===== src/rtl/gray_code_counter_param_pkg.sv =====
// Shared types and Gray/binary conversion helpers for the Gray code counter.
// Helpers operate on the widest supported count; callers zero-extend and truncate.
package gray_code_counter_param_pkg;

    localparam int unsigned MaxWidth = 16;

    typedef logic [MaxWidth-1:0] word_t;

    typedef enum logic [1:0] {
        OpHold,
        OpLoad,
        OpStep
    } op_e;

    function automatic word_t bin2gray(input word_t bin);
        return bin ^ (bin >> 1);
    endfunction

    function automatic word_t gray2bin(input word_t gray);
        word_t bin;
        bin[MaxWidth-1] = gray[MaxWidth-1];
        for (int i = MaxWidth - 2; i >= 0; i--) begin
            bin[i] = bin[i+1] ^ gray[i];
        end
        return bin;
    endfunction

endpackage


===== src/rtl/rise_edge_detect.sv =====
// Single-cycle pulse on each 0->1 transition of a level input.
module rise_edge_detect (
    input  logic clk,
    input  logic reset,
    input  logic level,
    output logic pulse
);

    logic level_q;

    // Tracks the input even in reset so a level held across reset never pulses on release.
    always_ff @(posedge clk) begin
        if (reset) begin
            level_q <= level;
        end else begin
            level_q <= level;
        end
    end

    assign pulse = level & ~level_q;

endmodule


===== src/rtl/gray_code_counter_param.sv =====
// Up/down event counter with load and wrap-or-saturate limits; count shown as Gray and binary.
module gray_code_counter_param
    import gray_code_counter_param_pkg::*;
#(
    parameter int unsigned WIDTH = 4,
    parameter int unsigned WRAP  = 1
) (
    input  logic             clk,
    input  logic             reset,
    input  logic             trigger,
    input  logic             up_down,
    input  logic             load,
    input  logic [WIDTH-1:0] load_value,
    output logic [WIDTH-1:0] dataout,
    output logic [WIDTH-1:0] binary_out,
    output logic             limit
);

    localparam logic [WIDTH-1:0] MaxVal = '1;

    logic             step;
    op_e              op;
    logic [WIDTH-1:0] bin_q, bin_d;
    logic             limit_q, limit_d;

    rise_edge_detect u_trig_edge (
        .clk   (clk),
        .reset (reset),
        .level (trigger),
        .pulse (step)
    );

    // Load outranks a coincident step; the step is dropped, not deferred.
    always_comb begin
        op = OpHold;
        if (load) begin
            op = OpLoad;
        end else if (step) begin
            op = OpStep;
        end
    end

    always_comb begin
        bin_d   = bin_q;
        limit_d = 1'b0;
        unique case (op)
            OpLoad: bin_d = load_value;
            OpStep: begin
                if (up_down) begin
                    if (bin_q == MaxVal) begin
                        limit_d = 1'b1;
                        bin_d   = (WRAP != 0) ? '0 : MaxVal;
                    end else begin
                        bin_d = bin_q + WIDTH'(1);
                    end
                end else begin
                    if (bin_q == '0) begin
                        limit_d = 1'b1;
                        bin_d   = (WRAP != 0) ? MaxVal : '0;
                    end else begin
                        bin_d = bin_q - WIDTH'(1);
                    end
                end
            end
            default: ;
        endcase
    end

    always_ff @(posedge clk) begin
        if (reset) begin
            bin_q   <= '0;
            limit_q <= 1'b0;
        end else begin
            bin_q   <= bin_d;
            limit_q <= limit_d;
        end
    end

    assign dataout    = WIDTH'(bin2gray(word_t'(bin_q)));
    assign binary_out = bin_q;
    assign limit      = limit_q;

endmodule


===== config.mk =====
export PLATFORM = sky130hd
export DESIGN_NAME = gray_code_counter_param
export DESIGN_NICKNAME = d
export VERILOG_FILES = /design/src/rtl/gray_code_counter_param_pkg.sv /design/src/rtl/rise_edge_detect.sv /design/src/rtl/gray_code_counter_param.sv
export SDC_FILE = /design/constraint.sdc
export NUM_CORES = 1
export LEC_CHECK = 0
export ABC_AREA = 1
export CAP_MARGIN = 5
export CORE_AREA = 2 2 39 41
export CTS_BUF_LIST = sky130_fd_sc_hd__clkbuf_4
export DETAILED_ROUTE_END_ITERATION = 7
export DIE_AREA = 0 0 41 43
export GPL_TIMING_DRIVEN = 0
export MAX_ROUTING_LAYER = met4
export PLACE_DENSITY_LB_ADDON = 0.05
export SYNTH_ARGS = -nofsm -noshare
export SYNTH_HDL_FRONTEND = slang
export SYNTH_SLANG_ARGS = --single-unit

===== constraint.sdc =====
create_clock -name clk -period 1.6 [get_ports clk]
set_clock_uncertainty 0.15 [all_clocks]
set_input_delay 0.32 -clock clk [delete_from_list [all_inputs] [get_ports clk]]
set_output_delay 0.32 -clock clk [all_outputs]
set_load 0.02 [all_outputs]

==> PnR_summary.wiki, run 1 <==
{| class="wikitable"
! Metric !! Value
|-
| Number of nets in the final layout || 117
|-
| Input/output buffers || 17
|-
| Multi-input logic area || 330 µm²
|-
| Power per standard cell area || 680 nW/µm²
|-
| Launch point of the critical path || binary_out[1]$_SDFFE_PP0P_
|-
| Cells on Worst Hold Path || 3
|-
| Area of all sequential standard cells || 135 µm²
|-
| Total clock buffers created by CTS || 3
|-
| Clock-pin slew on the worst setup and hold paths || 0.04 ns
|-
| Hold Crit Start || u_trig_edge.level_q$_DFF_P_
|-
| Synth area leaders || sky130_fd_sc_hd__dfxtp_1 (25%), sky130_fd_sc_hd__ha_1 (18%), sky130_fd_sc_hd__nand2_1 (15%)
|-
| Maximum number of pins on one net before global-route repair || 7
|-
| Maximum count of clock buffers along a single path || 2
|-
| Launching element type of the critical path || flop
|-
| Number of sinks driven by the clock tree || 6
|-
| Fill cell instance count of the final layout || 150
|-
| Final cell utilization of the core || 0.533
|-
| Commonest cells after routing, fill and taps aside || sky130_fd_sc_hd__nand2_1 (19), sky130_fd_sc_hd__nor2_1 (13), sky130_fd_sc_hd__clkdlybuf4s50_1 (8)
|-
| Flip-flop and latch count after synthesis || 6
|-
| Final number of max-transition violations || 0
|-
| Cell at the root of the clock tree || sky130_fd_sc_hd__clkbuf_4
|-
| DR vias/cell || 4.59
|-
| Remaining antenna violation count after routing || 0
|-
| Number of max-capacitance violations reported || 0
|-
| Data required time at the worst endpoint || 1.13 ns
|-
| Unrepaired setup endpoints after global routing || no
|-
| Cells after Synth || 76
|-
| Number of antenna violations at the first check in global routing || 0
|-
| Min Clock Period, post-route || 1.56 ns
|-
| Leakage power of the design || 0.383 nW
|-
| Core Rows || 14
|-
| Share of post-route cells with drive strength above 1 || 0.222
|-
| Number of top-level pins || 18
|-
| Y dimension of the die || 43 µm
|-
| Ys Warns || 0
|-
| Drc violations || 0
|-
| CTS tree || done
|-
| Cell area after technology mapping || 487 µm²
|-
| Die boundary width || 41 µm
|-
| Met3 usage in global routing || 0.0785
|-
| Final period utilization || 0.974
|-
| Net Count, Synth || 92
|-
| Reg-to-reg critical path endpoint || binary_out[1]$_SDFFE_PP0P_
|-
| Overall routed net length || 1140 µm
|-
| Global-route wire length before repair || 1940 µm
|-
| Vias in the first global route || 446
|-
| Synthesized area per cell || 6.40 µm²
|-
| Most frequent standard cell in the layout excluding fill and tap cells || sky130_fd_sc_hd__nand2_1
|-
| Kind of path behind the tightest hold check || flop to flop
|-
| Category of the most critical setup path || flop to primary output
|-
| Arrival time of the worst setup path || 1.09 ns
|-
| Worst-skew pair later-pin latency || 0.24 ns
|-
| Placed instance count || 109
|-
| Via count || 528
|-
| Path depth of the worst reg2reg path || 7
|-
| Die outline area || 1760 µm²
|-
| Routing usage on met2 || 0.231
|-
| GR peak layer || met2
|-
| Maximum fanout along the worst path || 4
|-
| Area share of the leading cell type in the synthesized netlist || 0.247
|-
| Initial cell density of the core || 0.352
|-
| Violation count after the first detailed-route iteration || 15
|-
| GR Util All Layers || 0.169
|-
| Startpoint of the most critical register-to-register path || binary_out[0]$_SDFFE_PP0P_
|-
| Final-report hold violation count || 0
|-
| GPL Wtd Cong || 0.822
|-
| Status || complete, no violations
|-
| Antenna diode count || 0
|-
| Worst supply voltage drop on vdd || 0.452 mV
|-
| Post-synth top area cell || sky130_fd_sc_hd__dfxtp_1
|-
| Wire per inst || 9.90 µm
|-
| Fin cells || 115
|-
| Number of endpoints failing setup at the final stage || 0
|-
| Register-to-register setup slack || 0.20 ns
|-
| Number of iterations in the first detailed-routing pass || 4
|-
| Unique masters post-synth || 15
|-
| Share of synthesized area occupied by flip-flops and latches || 0.247
|-
| Achievable frequency || 0.642 GHz
|-
| Capturing element type of the critical path || primary output
|-
| Worst hold path endpoint || limit$_SDFF_PP0_
|-
| CORE AREA || 1380 µm²
|-
| Actual transition at the worst max-transition pin || 0.251 ns
|-
| Area growth from synthesis to final layout || 51.7%
|-
| Slew margin rel. || 0.833
|-
| Aggregate global routing overflow || 0
|-
| Detailed placement HPWL || 886 µm
|-
| Global routing usage on met1 || 0.223
|-
| H-tree level count || 1
|}
-- repair_timing --
item / CTS / global route
endpoints found under the setup margin: 10 / 2
hold buffers: 0 / 0
setup buffers: 2 / 1
gates resized for setup: 30 / 4
-- layout make-up --
type                            count  area share
Inverter                           11      0.0559
Buffer                              1      0.0102
Timing Repair Buffer               20       0.246
Tap cell                           16      0.0271
Multi-Input combinational cell     58       0.447
Sequential cell                     6       0.183
Clock buffer                        3      0.0305
-- through the flow --
stage	area [µm²]	power [W]	setup slack [ns]	hold WS, ns	TNS, ns
after floorplan	487	0.000283	0.0581	0.198	0
after detailed placement	677	0.000363	-0.345	0.414	-1.10
after CTS	722	0.000503	0.00672	0.416	0
after global placement	677	0.000362	-0.376	0.407	-1.15
final	738	0.000502	0.0417	0.407	0
after global routing	738	0.000544	0.00239	0.467	0
-- kinds of logic (layout without fill, tap and decap cells) --
group	after synthesis	count (layout)	share of synthesized area
fa+ha+maj	7	7	0.180
flops	6	6	0.247
buf+inv	12	35	0.100
compound gates	13	13	0.147
simple gates	37	37	0.308
xor+xnor	1	1	0.0180
-- sequential cells by signal, summed over array words and instances (netlist names) --
signal               count
u_trig_edge.level_q      1
binary_out               4
limit                    1
-- cell usage after synthesis, drive strengths merged --
cell type / n
nand2: 19
nor2: 13
inv: 11
ha: 7
a21oi: 6
dfxtp: 6
o21ai: 6
nand3: 4
buf: 1
nor3: 1
o211ai: 1
xor2: 1
-- worst max-delay path by stage --
stage | slack [ns] | endpoint | depth (start not counted)
after floorplan | 0.06 | binary_out[1]$_SDFFE_PP0P_ | 6
after global placement | -0.38 | dataout[2] | 3
after detailed placement | -0.35 | dataout[2] | 3
after CTS | 0.007 | dataout[1] | 3
after global routing | 0.002 | dataout[1] | 3
final | 0.04 | dataout[1] | 3
-- where the power goes --
| part | internal [W] | leakage (nW) | switching (W) |
|---|---|---|---|
| clock | 0.0000846 | 0.0138 | 0.0000512 |
| combinational | 0.0000920 | 0.317 | 0.000104 |
| sequential | 0.000160 | 0.0522 | 0.0000111 |
| total | 0.000336 | 0.383 | 0.000166 |
-- layer usage --
layer  vias up  share of wire
met5         -              0
met4         0              0
li1        289              -
met2        11           0.48
met1       228           0.47
met3         0          0.049
-- critical path, cell delays in order, from the launching register on --
cell and delay (ns):
sky130_fd_sc_hd__dfxtp_4 0.36, sky130_fd_sc_hd__inv_2 0.06, sky130_fd_sc_hd__ha_1 0.30, sky130_fd_sc_hd__buf_6 0.13
(Power assumes the default switching activity.)
==> run 2: changes to the inputs <==
--- a/config.mk
+++ b/config.mk
@@ -11,6 +11,7 @@
 export CTS_BUF_LIST = sky130_fd_sc_hd__clkbuf_4
 export DETAILED_ROUTE_END_ITERATION = 7
 export DIE_AREA = 0 0 41 43
+export GPL_ROUTABILITY_DRIVEN = 0
 export GPL_TIMING_DRIVEN = 0
 export MAX_ROUTING_LAYER = met4
 export PLACE_DENSITY_LB_ADDON = 0.05
==> results of run 2 <==
Same layout as run 1: the final DEF is identical, and so are final timing and power.
